## src/rtl/pe_csc_stream_loader_pkg.sv

```systemverilog
// Shared types for the PE CSC stream loader: FSM states, stream ids, PE field widths
// and the helper that picks the next non-empty stream.
package pe_csc_stream_loader_pkg;

  localparam int IA_ADDR_W = 8;
  localparam int IA_DATA_W = 13;
  localparam int W_ADDR_W  = 7;
  localparam int W_DATA_W  = 12;

  typedef enum logic [3:0] {
    S_IDLE, S_CLR_W, S_CLR_I,
    S_IA_ADDR, S_IA_DATA, S_W_ADDR, S_W_DATA,
    S_DRAIN, S_WAIT_FIN, S_LOAD, S_WAIT_CAL
  } state_t;

  typedef enum logic [1:0] {IA_ADDR, IA_DATA, W_ADDR, W_DATA} stream_id_t;

  // First stream at or after index 'first' with a non-zero length; empty streams
  // therefore cost no cycles. Falls through to DRAIN when none is left.
  function automatic state_t next_stream(input logic [3:0] live, input int first);
    state_t s;
    s = S_DRAIN;
    for (int i = 3; i >= 0; i--)
      if (i >= first && live[i]) s = state_t'(4'(int'(S_IA_ADDR) + i));
    return s;
  endfunction

endpackage

```

## src/rtl/pe_csc_stream_loader_if.sv

```systemverilog
// Source-buffer read ports and PE-side write/control signals of one loader.
// master = loader, slave = buffers + PE.
interface pe_csc_stream_loader_if
  import pe_csc_stream_loader_pkg::*;
#(
  parameter int MEM_AW = 8
);
  logic                 ia_addr_rd_en, ia_data_rd_en, w_addr_rd_en, w_data_rd_en;
  logic [MEM_AW-1:0]    ia_addr_rd_addr, ia_data_rd_addr, w_addr_rd_addr, w_data_rd_addr;
  logic [IA_ADDR_W-1:0] ia_addr_rd_data;
  logic [IA_DATA_W-1:0] ia_data_rd_data;
  logic [W_ADDR_W-1:0]  w_addr_rd_data;
  logic [W_DATA_W-1:0]  w_data_rd_data;

  logic                 iact_address_in_valid, iact_data_in_valid;
  logic                 weight_address_in_valid, weight_data_in_valid;
  logic [IA_ADDR_W-1:0] iact_address_in;
  logic [IA_DATA_W-1:0] iact_data_in;
  logic [W_ADDR_W-1:0]  weight_address_in;
  logic [W_DATA_W-1:0]  weight_data_in;

  logic iact_write_fin_clear, weight_write_fin_clear, all_write_fin;
  logic do_load_en, cal_fin;

  modport master (
    output ia_addr_rd_en, ia_data_rd_en, w_addr_rd_en, w_data_rd_en,
    output ia_addr_rd_addr, ia_data_rd_addr, w_addr_rd_addr, w_data_rd_addr,
    input  ia_addr_rd_data, ia_data_rd_data, w_addr_rd_data, w_data_rd_data,
    output iact_address_in_valid, iact_data_in_valid, weight_address_in_valid, weight_data_in_valid,
    output iact_address_in, iact_data_in, weight_address_in, weight_data_in,
    output iact_write_fin_clear, weight_write_fin_clear, do_load_en,
    input  all_write_fin, cal_fin
  );

  modport slave (
    input  ia_addr_rd_en, ia_data_rd_en, w_addr_rd_en, w_data_rd_en,
    input  ia_addr_rd_addr, ia_data_rd_addr, w_addr_rd_addr, w_data_rd_addr,
    output ia_addr_rd_data, ia_data_rd_data, w_addr_rd_data, w_data_rd_data,
    input  iact_address_in_valid, iact_data_in_valid, weight_address_in_valid, weight_data_in_valid,
    input  iact_address_in, iact_data_in, weight_address_in, weight_data_in,
    input  iact_write_fin_clear, weight_write_fin_clear, do_load_en,
    output all_write_fin, cal_fin
  );
endinterface

```

## src/rtl/pe_csc_stream_loader_csc_rd_stream.sv

```systemverilog
// One CSC read stream: reads base..base+len-1 while active and presents each
// returned word to the PE one cycle later with its own valid.
module pe_csc_stream_loader_csc_rd_stream #(
  parameter int MEM_AW = 8,
  parameter int LEN_W  = 9,
  parameter int DW     = 8
) (
  input  logic              clock,
  input  logic              reset,
  input  logic              active,
  input  logic [MEM_AW-1:0] base,
  input  logic [LEN_W-1:0]  len,
  output logic              rd_en,
  output logic [MEM_AW-1:0] rd_addr,
  input  logic [DW-1:0]     rd_data,
  output logic              last,
  output logic              valid,
  output logic [DW-1:0]     data
);
  logic [LEN_W-1:0] cnt;

  assign rd_en   = active;
  // Truncation makes base + k wrap modulo 2^MEM_AW.
  assign rd_addr = base + MEM_AW'(cnt);
  assign last    = active && (cnt == len - LEN_W'(1));
  // Gated so a reset or idle cycle never shows stale buffer data to the PE.
  assign data    = valid ? rd_data : '0;

  // NOTE: state registers use non-blocking assignments so every flop samples pre-edge values.
  always_ff @(posedge clock) begin
    if (reset) begin
      cnt   <= '0;
      valid <= 1'b0;
    end else begin
      valid <= active;
      if (last)        cnt <= '0;
      else if (active) cnt <= cnt + LEN_W'(1);
    end
  end
endmodule

```

## src/rtl/pe_csc_stream_loader.sv

```systemverilog
// Per-PE feeder: clears write_fin, streams iact/weight CSC vectors into the PE,
// then runs the load / calculate handshake.
module pe_csc_stream_loader
  import pe_csc_stream_loader_pkg::*;
#(
  parameter int MEM_AW = 8,
  parameter int LEN_W  = 9
) (
  input  logic              clock,
  input  logic              reset,
  input  logic              start,
  input  logic              iact_reuse,
  input  logic [MEM_AW-1:0] iact_base,
  input  logic [MEM_AW-1:0] weight_base,
  input  logic [LEN_W-1:0]  ia_addr_len,
  input  logic [LEN_W-1:0]  ia_data_len,
  input  logic [LEN_W-1:0]  w_addr_len,
  input  logic [LEN_W-1:0]  w_data_len,
  output logic              busy,
  output logic              done,
  pe_csc_stream_loader_if.master bus
);
  state_t                      state, state_next;
  logic                        reuse_q;
  logic [MEM_AW-1:0]           ia_base_q, w_base_q;
  logic [3:0][LEN_W-1:0]       len_q;
  logic [3:0]                  active, last, live;

  always_ff @(posedge clock) begin
    if (reset) begin
      state     <= S_IDLE;
      done      <= 1'b0;
      reuse_q   <= 1'b0;
      ia_base_q <= '0;
      w_base_q  <= '0;
      len_q     <= '0;
    end else begin
      state <= state_next;
      done  <= (state == S_WAIT_CAL) && bus.cal_fin;
      if (state == S_IDLE && start) begin
        reuse_q   <= iact_reuse;
        ia_base_q <= iact_base;
        w_base_q  <= weight_base;
        len_q     <= {w_data_len, w_addr_len, ia_data_len, ia_addr_len};
      end
    end
  end

  always_comb begin
    for (int i = 0; i < 4; i++) live[i] = (len_q[i] != '0);
  end

  // NOTE: next state defaults to the current state first, so no path through the case infers a latch.
  always_comb begin
    state_next = state;
    case (state)
      S_IDLE:     if (start) state_next = S_CLR_W;
      // Weight clear goes first: the PE only honours it while all_write_fin is still high.
      S_CLR_W:    state_next = reuse_q ? next_stream(live, int'(W_ADDR)) : S_CLR_I;
      S_CLR_I:    state_next = next_stream(live, int'(IA_ADDR));
      S_IA_ADDR:  if (last[IA_ADDR]) state_next = next_stream(live, int'(IA_DATA));
      S_IA_DATA:  if (last[IA_DATA]) state_next = next_stream(live, int'(W_ADDR));
      S_W_ADDR:   if (last[W_ADDR])  state_next = next_stream(live, int'(W_DATA));
      S_W_DATA:   if (last[W_DATA])  state_next = next_stream(live, 4);
      S_DRAIN:    state_next = S_WAIT_FIN;
      S_WAIT_FIN: if (bus.all_write_fin) state_next = S_LOAD;
      S_LOAD:     state_next = S_WAIT_CAL;
      S_WAIT_CAL: if (bus.cal_fin) state_next = S_IDLE;
      default:    state_next = S_IDLE;
    endcase
  end

  assign active = {state == S_W_DATA, state == S_W_ADDR, state == S_IA_DATA, state == S_IA_ADDR};
  assign busy                       = (state != S_IDLE);
  assign bus.weight_write_fin_clear = (state == S_CLR_W);
  assign bus.iact_write_fin_clear   = (state == S_CLR_I);
  assign bus.do_load_en             = (state == S_LOAD);

  pe_csc_stream_loader_csc_rd_stream #(.MEM_AW(MEM_AW), .LEN_W(LEN_W), .DW(IA_ADDR_W)) u_ia_addr (
    .clock, .reset, .active(active[IA_ADDR]), .base(ia_base_q), .len(len_q[IA_ADDR]),
    .rd_en(bus.ia_addr_rd_en), .rd_addr(bus.ia_addr_rd_addr), .rd_data(bus.ia_addr_rd_data),
    .last(last[IA_ADDR]), .valid(bus.iact_address_in_valid), .data(bus.iact_address_in));

  pe_csc_stream_loader_csc_rd_stream #(.MEM_AW(MEM_AW), .LEN_W(LEN_W), .DW(IA_DATA_W)) u_ia_data (
    .clock, .reset, .active(active[IA_DATA]), .base(ia_base_q), .len(len_q[IA_DATA]),
    .rd_en(bus.ia_data_rd_en), .rd_addr(bus.ia_data_rd_addr), .rd_data(bus.ia_data_rd_data),
    .last(last[IA_DATA]), .valid(bus.iact_data_in_valid), .data(bus.iact_data_in));

  pe_csc_stream_loader_csc_rd_stream #(.MEM_AW(MEM_AW), .LEN_W(LEN_W), .DW(W_ADDR_W)) u_w_addr (
    .clock, .reset, .active(active[W_ADDR]), .base(w_base_q), .len(len_q[W_ADDR]),
    .rd_en(bus.w_addr_rd_en), .rd_addr(bus.w_addr_rd_addr), .rd_data(bus.w_addr_rd_data),
    .last(last[W_ADDR]), .valid(bus.weight_address_in_valid), .data(bus.weight_address_in));

  pe_csc_stream_loader_csc_rd_stream #(.MEM_AW(MEM_AW), .LEN_W(LEN_W), .DW(W_DATA_W)) u_w_data (
    .clock, .reset, .active(active[W_DATA]), .base(w_base_q), .len(len_q[W_DATA]),
    .rd_en(bus.w_data_rd_en), .rd_addr(bus.w_data_rd_addr), .rd_data(bus.w_data_rd_data),
    .last(last[W_DATA]), .valid(bus.weight_data_in_valid), .data(bus.weight_data_in));
endmodule

```

## src/flat_wrapper.sv

```systemverilog
// flat-port wrapper written by rule: the top's interface ports become plain ports
module pe_csc_stream_loader_flat import pe_csc_stream_loader_pkg::*;
#(
  parameter int MEM_AW = 8,
  parameter int LEN_W  = 9
)
  (clock, reset, start, iact_reuse, iact_base, weight_base, ia_addr_len, ia_data_len, w_addr_len, w_data_len, busy, done, bus_ia_addr_rd_en, bus_ia_data_rd_en, bus_w_addr_rd_en, bus_w_data_rd_en, bus_ia_addr_rd_addr, bus_ia_data_rd_addr, bus_w_addr_rd_addr, bus_w_data_rd_addr, bus_ia_addr_rd_data, bus_ia_data_rd_data, bus_w_addr_rd_data, bus_w_data_rd_data, bus_iact_address_in_valid, bus_iact_data_in_valid, bus_weight_address_in_valid, bus_weight_data_in_valid, bus_iact_address_in, bus_iact_data_in, bus_weight_address_in, bus_weight_data_in, bus_iact_write_fin_clear, bus_weight_write_fin_clear, bus_do_load_en, bus_all_write_fin, bus_cal_fin);
  pe_csc_stream_loader_if #(.MEM_AW(MEM_AW)) bus_i ();
  input  logic clock;
  input  logic reset;
  input  logic start;
  input  logic iact_reuse;
  input  logic [MEM_AW-1:0] iact_base;
  input  logic [MEM_AW-1:0] weight_base;
  input  logic [LEN_W-1:0] ia_addr_len;
  input  logic [LEN_W-1:0] ia_data_len;
  input  logic [LEN_W-1:0] w_addr_len;
  input  logic [LEN_W-1:0] w_data_len;
  output logic busy;
  output logic done;
  output wire logic [$bits(bus_i.ia_addr_rd_en)-1:0] bus_ia_addr_rd_en;
  output wire logic [$bits(bus_i.ia_data_rd_en)-1:0] bus_ia_data_rd_en;
  output wire logic [$bits(bus_i.w_addr_rd_en)-1:0] bus_w_addr_rd_en;
  output wire logic [$bits(bus_i.w_data_rd_en)-1:0] bus_w_data_rd_en;
  output wire logic [$bits(bus_i.ia_addr_rd_addr)-1:0] bus_ia_addr_rd_addr;
  output wire logic [$bits(bus_i.ia_data_rd_addr)-1:0] bus_ia_data_rd_addr;
  output wire logic [$bits(bus_i.w_addr_rd_addr)-1:0] bus_w_addr_rd_addr;
  output wire logic [$bits(bus_i.w_data_rd_addr)-1:0] bus_w_data_rd_addr;
  input wire logic [$bits(bus_i.ia_addr_rd_data)-1:0] bus_ia_addr_rd_data;
  input wire logic [$bits(bus_i.ia_data_rd_data)-1:0] bus_ia_data_rd_data;
  input wire logic [$bits(bus_i.w_addr_rd_data)-1:0] bus_w_addr_rd_data;
  input wire logic [$bits(bus_i.w_data_rd_data)-1:0] bus_w_data_rd_data;
  output wire logic [$bits(bus_i.iact_address_in_valid)-1:0] bus_iact_address_in_valid;
  output wire logic [$bits(bus_i.iact_data_in_valid)-1:0] bus_iact_data_in_valid;
  output wire logic [$bits(bus_i.weight_address_in_valid)-1:0] bus_weight_address_in_valid;
  output wire logic [$bits(bus_i.weight_data_in_valid)-1:0] bus_weight_data_in_valid;
  output wire logic [$bits(bus_i.iact_address_in)-1:0] bus_iact_address_in;
  output wire logic [$bits(bus_i.iact_data_in)-1:0] bus_iact_data_in;
  output wire logic [$bits(bus_i.weight_address_in)-1:0] bus_weight_address_in;
  output wire logic [$bits(bus_i.weight_data_in)-1:0] bus_weight_data_in;
  output wire logic [$bits(bus_i.iact_write_fin_clear)-1:0] bus_iact_write_fin_clear;
  output wire logic [$bits(bus_i.weight_write_fin_clear)-1:0] bus_weight_write_fin_clear;
  output wire logic [$bits(bus_i.do_load_en)-1:0] bus_do_load_en;
  input wire logic [$bits(bus_i.all_write_fin)-1:0] bus_all_write_fin;
  input wire logic [$bits(bus_i.cal_fin)-1:0] bus_cal_fin;
  assign bus_ia_addr_rd_en = bus_i.ia_addr_rd_en;
  assign bus_ia_data_rd_en = bus_i.ia_data_rd_en;
  assign bus_w_addr_rd_en = bus_i.w_addr_rd_en;
  assign bus_w_data_rd_en = bus_i.w_data_rd_en;
  assign bus_ia_addr_rd_addr = bus_i.ia_addr_rd_addr;
  assign bus_ia_data_rd_addr = bus_i.ia_data_rd_addr;
  assign bus_w_addr_rd_addr = bus_i.w_addr_rd_addr;
  assign bus_w_data_rd_addr = bus_i.w_data_rd_addr;
  assign bus_i.ia_addr_rd_data = bus_ia_addr_rd_data;
  assign bus_i.ia_data_rd_data = bus_ia_data_rd_data;
  assign bus_i.w_addr_rd_data = bus_w_addr_rd_data;
  assign bus_i.w_data_rd_data = bus_w_data_rd_data;
  assign bus_iact_address_in_valid = bus_i.iact_address_in_valid;
  assign bus_iact_data_in_valid = bus_i.iact_data_in_valid;
  assign bus_weight_address_in_valid = bus_i.weight_address_in_valid;
  assign bus_weight_data_in_valid = bus_i.weight_data_in_valid;
  assign bus_iact_address_in = bus_i.iact_address_in;
  assign bus_iact_data_in = bus_i.iact_data_in;
  assign bus_weight_address_in = bus_i.weight_address_in;
  assign bus_weight_data_in = bus_i.weight_data_in;
  assign bus_iact_write_fin_clear = bus_i.iact_write_fin_clear;
  assign bus_weight_write_fin_clear = bus_i.weight_write_fin_clear;
  assign bus_do_load_en = bus_i.do_load_en;
  assign bus_i.all_write_fin = bus_all_write_fin;
  assign bus_i.cal_fin = bus_cal_fin;
  pe_csc_stream_loader #(.MEM_AW(MEM_AW), .LEN_W(LEN_W)) u_core (.clock(clock), .reset(reset), .start(start), .iact_reuse(iact_reuse), .iact_base(iact_base), .weight_base(weight_base), .ia_addr_len(ia_addr_len), .ia_data_len(ia_data_len), .w_addr_len(w_addr_len), .w_data_len(w_data_len), .busy(busy), .done(done), .bus(bus_i));
endmodule
```

## config.mk

```make
export PLATFORM = sky130hd
export DESIGN_NAME = pe_csc_stream_loader_flat
export DESIGN_NICKNAME = d
export VERILOG_FILES = /design/src/rtl/pe_csc_stream_loader_pkg.sv /design/src/rtl/pe_csc_stream_loader_if.sv /design/src/rtl/pe_csc_stream_loader_csc_rd_stream.sv /design/src/rtl/pe_csc_stream_loader.sv /design/src/flat_wrapper.sv
export SDC_FILE = /design/constraint.sdc
export NUM_CORES = 1
export LEC_CHECK = 0
export CAP_MARGIN = 20
export CORE_ASPECT_RATIO = 1.2
export CORE_MARGIN = 1.5
export CORE_UTILIZATION = 44
export DETAILED_ROUTE_END_ITERATION = 12
export PLACE_DENSITY_LB_ADDON = 0.12
export SLEW_MARGIN = 20
export SYNTH_ARGS = -nofsm -noshare
export SYNTH_HDL_FRONTEND = slang
export SYNTH_SLANG_ARGS = --single-unit
```

## constraint.sdc

```tcl
create_clock -name clock -period 2.2 [get_ports clock]
set_input_delay 0.66 -clock clock [delete_from_list [all_inputs] [get_ports clock]]
set_output_delay 0.66 -clock clock [all_outputs]
set_load 0.02 [all_outputs]
```

---- Word level (Yosys, flattened, before mapping) ----
Index checks and enable logic that the tools add are counted.
word-level totals
  input port bits ......................... 98
  memory bits (writable) .................. 0
  latch bits .............................. 0
  memory bits (read-only) ................. 0
  memories kept ........................... 0
  register bits ........................... 98
cells by class
  add/subtract/negate cells ............... 12
  order comparisons ....................... 0
  reduce and logical (&&, ||, !) cells .... 17
  bitwise gates (word level) .............. 0
  shifts and indexed selects .............. 0
  divide/modulo/power cells ............... 0
  mux-type cells .......................... 17
  equal/unequal tests ..................... 21
  multiply operators ...................... 0
operators with widths
  cell                                              number
  case mux 4 bit (11 select lines)                  1
  adder 9 x 1 -> 9 bit, second input constant       4
  == test 9 bit                                     4
  2-to-1 mux 4 bit                                  9
  nonzero test 9 bit                                4
  subtractor 9 x 1 -> 9 bit, second input constant  4
  adder 8 bit                                       4
  == test 4 x 3 -> 1 bit, second input constant     4
  2-to-1 mux 13 bit                                 1
  == test 4 bit, second input constant              3
  2-to-1 mux 12 bit                                 1
  == test 4 x 2 -> 1 bit, second input constant     2
  2-to-1 mux 8 bit                                  1
  != test 2 x 1 -> 1 bit, second input constant     4
  OR reduction 2 bit                                4
  2-to-1 mux 7 bit                                  1
  AND reduction 7 bit                               1
  logical AND 1 bit                                 6
  != test 2 bit, second input constant              3
  == test 4 x 1 -> 1 bit, second input constant     1
  logical NOT 4 bit                                 1
  nonzero test 4 bit                                1
  2-to-1 mux 3 bit                                  1
  2-to-1 mux 2 bit                                  1
  2-to-1 mux 1 bit                                  1

---- Depth between registers and ports, before layout ----
  depth in word-level cells ............... 6
  depth in mapped cells ................... 9

---- By module ----
A second synthesis with hierarchy kept.
unflattened totals
  cell total of the unflattened synthesis .. 866
  area total of the unflattened synthesis .. 6,945.4 um^2
modules (own cells, without submodules)
  module                                                  times used  cells each  area an instance (um^2)
  pe_csc_stream_loader                                    1           315         2,436.1
  pe_csc_stream_loader_csc_rd_stream at u_core.u_w_data   1           145         1,214.9
  pe_csc_stream_loader_csc_rd_stream at u_core.u_ia_data  1           139         1,158.6
  pe_csc_stream_loader_csc_rd_stream at u_core.u_ia_addr  1           134         1,071.0
  pe_csc_stream_loader_csc_rd_stream at u_core.u_w_addr   1           133         1,064.8

---- Least setup slack after synthesis ----
Ideal clock, no wire load.
  path type ............................... register -> output
  from .................................... register u_core.u_ia_addr.cnt[0]
  to ...................................... output bus_ia_addr_rd_addr[6]
  path slack .............................. -0.333 ns
  arrival time ............................ 1.873 ns
  required time ........................... 1.540 ns
  cell stages (with the launch flop) ...... 10
  cell sequence ........................... dfxtp_1 > ha_1 > inv_1 > fa_1 > inv_1 > a21oi_1 > o21bai_1 > a21o_1 > a21oi_1 > xnor2_1
between the ends
  longest elaborated chain between the ends .. 1
ends and longest elaborated chain
  element                 RTL line                                  text
  start, declared         pe_csc_stream_loader_csc_rd_stream.sv:20  logic [LEN_W-1:0] cnt;
  start signal, assigned  pe_csc_stream_loader_csc_rd_stream.sv:37  else if (active) cnt <= cnt + LEN_W'(1);
  adder 8 bit             pe_csc_stream_loader_csc_rd_stream.sv:24  assign rd_addr = base + MEM_AW'(cnt);
  end, declared           flat_wrapper.sv:25                        output wire logic [$bits(bus_i.ia_addr_rd_addr)-1:0] bus_ia_addr_rd_addr;
No other way between the ends.

---- Final worst setup path ----
  from .................................... register u_core.u_ia_data.cnt[1]
  to ...................................... output bus_ia_data_rd_addr[6]
between the ends
  longest elaborated chain between the ends .. 1
ends and longest elaborated chain
  element                 RTL line                                  text
  start, declared         pe_csc_stream_loader_csc_rd_stream.sv:20
  start signal, assigned  pe_csc_stream_loader_csc_rd_stream.sv:37
  adder 8 bit             pe_csc_stream_loader_csc_rd_stream.sv:24
  end, declared           flat_wrapper.sv:26                        output wire logic [$bits(bus_i.ia_data_rd_addr)-1:0] bus_ia_data_rd_addr;
No other way between the ends.

==> metrics.csv <==
stage,metric,value,unit
setup_path,Worst path top cell family by delay,compound AO/OA/AOI/OAI gates,
outcome,status,"complete, but fails checks",
power,power share of the combinational group,52.4,%
route,post-DR wirelength/cell,15.2,um
timing,minimum clock period after layout,2.80,ns
cts,Num CTS Buffers,9,
die,die area,0.0153,sq mm
power,sequential share of power,28.2,%
cts,clock tree buffer depth,2,
synthesis,Post-synth EDFFs,0,
route,DRC viols,0,
global_routing,vias in the first global route,6638,
synthesis,"top cells by count, synth","nand2_1 (136), dfxtp_1 (98), a21oi_1 (91)",
global_routing,pin count of the biggest net entering global routing,38,
synthesis,"Primary FF master, synth",dfxtp_1,
die,row count,48,
synthesis,syn avg cell area,7.80,sq um
synthesis,Synth top area share,30.6,%
timing,Final Setup Violations,40,
setup_path,"Max stage delay cell, worst path",fa_2,
setup_path,Worst EP arrival,2.14,ns
global_routing,total global routing overflow,0,
global_routing,first-pass GRT wire length,31600,um
final_layout,NumNets Final,1290,
timing,Setup TNS,-9.70,ns
cts,TritonCTS clock tree,yes,
cts,clk root buf,clkbuf_16,
final_layout,Final Cell Area,0.0105,sq mm
synthesis,cell taking the most area after synthesis,dfxtp_1,
placed_design,HPWL after DPL,14500,um
synthesis,cell count after synthesis,821,
setup_path,crit path buf inv count,4,
power,switching part of the total power,38.6,%
timing,worst setup margin,-0.600,ns
timing,period utilization,127,%
timing,final hold vios,0,
power,Total Power,0.00818,W
global_routing,initial antenna violation count,0,
synthesis,most frequent cell after synthesis,nand2_1,
setup_path,CP max stage delay,0.39,ns
cts,cts hold-fix bufs,0,
cts,later-pin clock latency in the skew report,0.36,ns
synthesis,Synth area leaders,"dfxtp_1 (31%), nand2_1 (8.0%), ha_1 (7.8%), xor2_1 (7.3%), a21oi_1 (7.1%)",
setup_path,crit-path max FO,2,
power,peak supply drop,0.528,mV
route,WL final,20200,um
min_path,HP Class,register to register,
synthesis,synthesized flop and latch total,98,
route,Initial DRC Count,316,
cts,htree depth,3,
placed_design,GPL Wtd Cong,0.847,
placed_design,placed cell area,0.00969,sq mm
final_layout,share of layout cells above drive strength 1,35.5,%
job,max-cap viol count,0,
synthesis,sequential element share of the synthesized area,30.6,%
timing,unrepaired setup endpoints after global routing,yes,
final_layout,number of diodes,0,
route,first-pass detailed-route iteration total,5,
route,Vias per Instance,5.13,
placed_design,PortBufs,182,
timing,relative slew slack,58.1,%
global_routing,GRT Total Usage,25.6,%
synthesis,async set-reset flop share out of synthesis,0,%
die,Die W,113,um
timing,skew final,0.00838,ns
setup_path,critical path capture point type,output port,
final_layout,area added between synthesis and finish,63.6,%
synthesis,Yosys warnings,0,
final_layout,fin cells,1327,
timing,worst-margin pin slew,0.623,ns
die,io pins,183,
setup_path,kind of critical path,register to output port,
power,leak pwr,4.78,nW
synthesis,Syn Nets,963,
power,Pint,0.00503,W
placed_design,Cells after DPL,1291,
power,clock network fraction of design power,19.5,%
timing,fin. max-slew vios,0,
setup_path,critical path cell sequence,"buf_6, inv_2, fa_2, inv_2, a21oi_2, o21bai_1, a21o_1, a21oi_2, xnor2_2, buf_4",
setup_path,Critical Path Source Type,register,
route,Vias,6808,
die,Die H,135,um
route,post-route ant nets,0,
power,P_sw,0.00315,W
timing,max frequency,0.357,GHz
outcome,violated checks,setup timing,
cts,Clock Sinks,98,
synthesis,Netlist cell types,66,
die,core region area,0.0143,sq mm
synthesis,Post-Syn Area,0.00640,sq mm
cts,clock transition at the registers of the reported paths,0.07,ns
setup_path,Required @ worst endpoint,1.54,ns
power,PwrDens,781,mW/mm^2
die,Starting Density,44.8,%
## cell families (layout without fill, tap and decap cells)
kind of cell,after synthesis,count (layout),share of synthesized area [%]
and+or+nand+nor,340,340,26.5
buffers and inverters,80,411,4.81
DFF,98,98,30.6
xor gates and xnor gates,93,93,12.7
AOI/OAI and AO/OA,161,161,15.4
muxes,5,5,0.821
adders and majority gates,44,44,9.07
## final cells by class
cell class	count	area (sq um)
tap	175	219
clock inverter	3	40.0
multi-input combinational	643	4850
sequential	98	2010
clock buffer	12	246
inverter	44	173
fill	1111	3820
timing repair buffer	352	2930
## worst paths after layout
kind,from,end,slack (ns),cells past startpoint
max,u_core.u_ia_data.cnt[1],bus_ia_data_rd_addr[6],-0.60,10
min,u_core.len_q[10],u_core.len_q[10],0.48,2
max reg2reg,u_core.len_q[1],u_core.state[3],-0.16,9
min reg2reg,u_core.len_q[10],u_core.len_q[10],0.48,2
## power groups by stage
stage / sequential [W] / combinational (W) / clock, W
3_3_place_gp: 0.00232 / 0.00380 / 0
4_1_cts: 0.00229 / 0.00397 / 0.00160
3_5_place_dp: 0.00232 / 0.00385 / 0
2_1_floorplan: 0.00227 / 0.00219 / 0
5_1_grt: 0.00233 / 0.00465 / 0.00166
6_report: 0.00231 / 0.00428 / 0.00159
## worst register-to-register path, stage by stage (launching register included)
cell,delay [ns]
dfxtp_2,0.35
inv_1,0.06
ha_2,0.19
nor3b_2,0.16
or3_1,0.31
a221o_1,0.39
a211oi_4,0.30
nor2_2,0.09
nand4bb_4,0.22
o21a_1,0.20
## registers in the layout (all words and copies together) (netlist names)
name                    count
u_core.u_ia_data.valid      1
u_core.u_w_addr.cnt         9
u_core.done                 1
u_core.reuse_q              1
u_core.u_ia_data.cnt        9
u_core.u_w_data.valid       1
u_core.u_w_addr.valid       1
u_core.len_q               36
u_core.state                4
u_core.w_base_q             8
u_core.u_ia_addr.cnt        9
u_core.u_ia_addr.valid      1
u_core.ia_base_q            8
u_core.u_w_data.cnt         9
## metrics by stage
stage                     setup slack, ns  hold WS (ns)  utilization, %
after global placement             -0.687         0.465            67.8
after global routing               -0.708         0.497            73.3
after CTS                          -0.548         0.485            71.5
after floorplan                    -0.138         0.455               -
final                              -0.600         0.476            73.3
after detailed placement           -0.750         0.475            67.8
## routing by layer
layer,global-route usage (%),wire length (um),vias up
li1,-,-,3447
met1,29.9,8290,3179
met2,47.8,10800,158
met3,3.82,801,24
met4,8.33,326,0
met5,0,0,-
## cells in the final DEF (no fill, tap or decap), types with 25 or more instances in the layout
cell,Yosys,layout
buf_4,1,181
nand2_1,136,134
clkdlybuf4s50_1,0,101
dfxtp_1,98,77
a21oi_1,91,66
xor2_1,53,51
nor2_1,56,45
and2_1,41,41
clkbuf_2,1,30
ha_1,40,29
a21oi_2,0,25
## what timing repair did
action,in CTS,in global routing
pin swaps,68,57
resized for setup,314,122
endpoints found under the setup margin,111,109
setup buffers,11,17
(Power assumes the default switching activity.)
==> RTL change: new RTL, same flow settings <==
Change the package constant `W_DATA_W` from 12 to 18.
--- a/src/rtl/pe_csc_stream_loader_pkg.sv
+++ b/src/rtl/pe_csc_stream_loader_pkg.sv
@@ -5,7 +5,7 @@
   localparam int IA_ADDR_W = 8;
   localparam int IA_DATA_W = 13;
   localparam int W_ADDR_W  = 7;
-  localparam int W_DATA_W  = 12;
+  localparam int W_DATA_W  = 18;
 
   typedef enum logic [3:0] {
     S_IDLE, S_CLR_W, S_CLR_I,
Ports: changed (resized bus_w_data_rd_data and bus_weight_data_in); port bits go from 183 to 195. The function was not compared with the original's and may differ.
==> RTL change against the original RTL <==
The flow still finishes with violations (setup timing). Area after synthesis rose by 1.5%. Sequential cell count did not move. Register-to-register slack improved by 0.02 ns. Core utilization rose by 0.28 points. Global-route usage fell by 0.15 points. Total power rose by 2.1%. Worst hold slack improved by 0.0053 ns. Cell count rose by 0.83%. First-iteration DRC count fell by 5.1%. Cell area rose by 1.2%. Worst setup slack improved by 0.038 ns. Wire length fell by 0.23%. Critical endpoint is now bus_w_data_rd_addr[7]. Largest cell class unchanged.
==> RTL change: results (changes against the original RTL) <==
Pwr
  – Combinational power share: 53.3% (+0.9 points)
  – Leak: 4.73 nW (-1.0%)

Detailed routing
  – Routed via count: 6840 (+0.47%)
  – Met3 WL: 882 um (+10%)
  – Drt first-iter violations: 300 (-5.1%)
  – Per-cell routed wire length: 15.1 um (-1.0%)

Place
  – Final RePlAce weighted congestion: 0.886 (+4.6%)
  – IO Port Bufs: 194 (+6.6%)
  – Dpl ws: -0.709 ns (+0.0412 ns)
  – Post-DP HPWL: 15200 um (+4.6%)

Worst setup path
  – Worst-path maximum fanout: 4 (+2)
  – Reg-to-reg startpoint: u_core.len_q[28]
  – Crit. Startpoint: u_core.w_base_q[1]

Final layout
  – Area delta synth->final: 63.2%
  – # nets final: 1306 (+1.2%)
  – Layout cells sized above 1: 34.5% (-1.0 points)
  – Fill count: 1124 (+1.2%)

Outcome
  – Run status: finished, violations left
  – Violations in the final reports: setup timing

STA
  – Worst clock skew: 0.00833 ns (-0.0000424 ns)
  – # setup viols final: 40 (unchanged)
  – Worst Setup Slack, final: -0.562 ns (+0.0384 ns)

Synthesis
  – Unique masters post-synth: 62 (-6.1%)
  – Syn avg cell area: 7.79 um^2 (about the same)
  – Mapped Nets: 982 (+2.0%)
  – List of most frequent post-synthesis cells: 145 x nand2_1, 98 x dfxtp_1, 88 x a21oi_1

GRT
  – First-pass GRT wire length: 31200 um (-1.4%)
  – M2 GR Usage: 48.9% (+1.0 points)
  – Vias in the first global route: 6510 (-1.9%)
==> RTL change: cell count changes in the layout (fill, tap and decap cells not counted), sizes merged, moves of 4 or more <==
cell           unedited run  this run
xor2                     53        49
nand2                   136       145
clkdlybuf4s15            10        16
xnor2                    40        51
and2                     41        47
o211ai                    0         5
clkdlybuf4s50           101       107
and3                     15        11
buf                     205       194
mux2i                     3         7
==> RTL change: final timing paths <==
path                                               to  slack [ns]  cells after the start
worst max-delay path            bus_w_data_rd_addr[7]       -0.56                      9
worst min-delay path                 u_core.len_q[34]        0.48                      2
worst max register to register        u_core.state[1]       -0.14                      7
worst min register to register       u_core.len_q[34]        0.48                      2
==> RTL change: kinds of logic (layout without fill, tap and decap cells) <==
logic type / Yosys count / after routing / synth area share, %
compound gates: 148 / 148 / 14.0
xor+xnor: 100 / 100 / 13.5
fa+ha+maj: 44 / 44 / 8.94
buf+inv: 85 / 414 / 5.08
flops: 98 / 98 / 30.2
mux: 10 / 10 / 1.60
simple gates: 349 / 349 / 26.7
==> RTL change: per-stage QoR <==
step                      cell area (um^2)  total power [mW]  hold WS, ns
after floorplan                       6730              4.64        0.455
after global placement                9880              6.33        0.468
after detailed placement              9880              6.40        0.475
after CTS                            10400              8.10        0.485
after global routing                 10600              8.86        0.510
final                                10600              8.35        0.482
==> RTL change: timing repair <==
item,in CTS,in global routing
hold buffers,0,0
gates resized for setup,318,121
pin swaps,47,63
endpoints found under the setup margin,109,94
setup buffers,10,11
==> RTL change: area by class of cell <==
cell class | count | area share [%]
multi-input cells | 651 | 46.3
inverters | 43 | 1.52
clock buffers | 10 | 2.16
repair buffers | 355 | 28.3
clock inverters | 6 | 0.626
flip-flops and latches | 98 | 19.0
well taps | 175 | 2.07
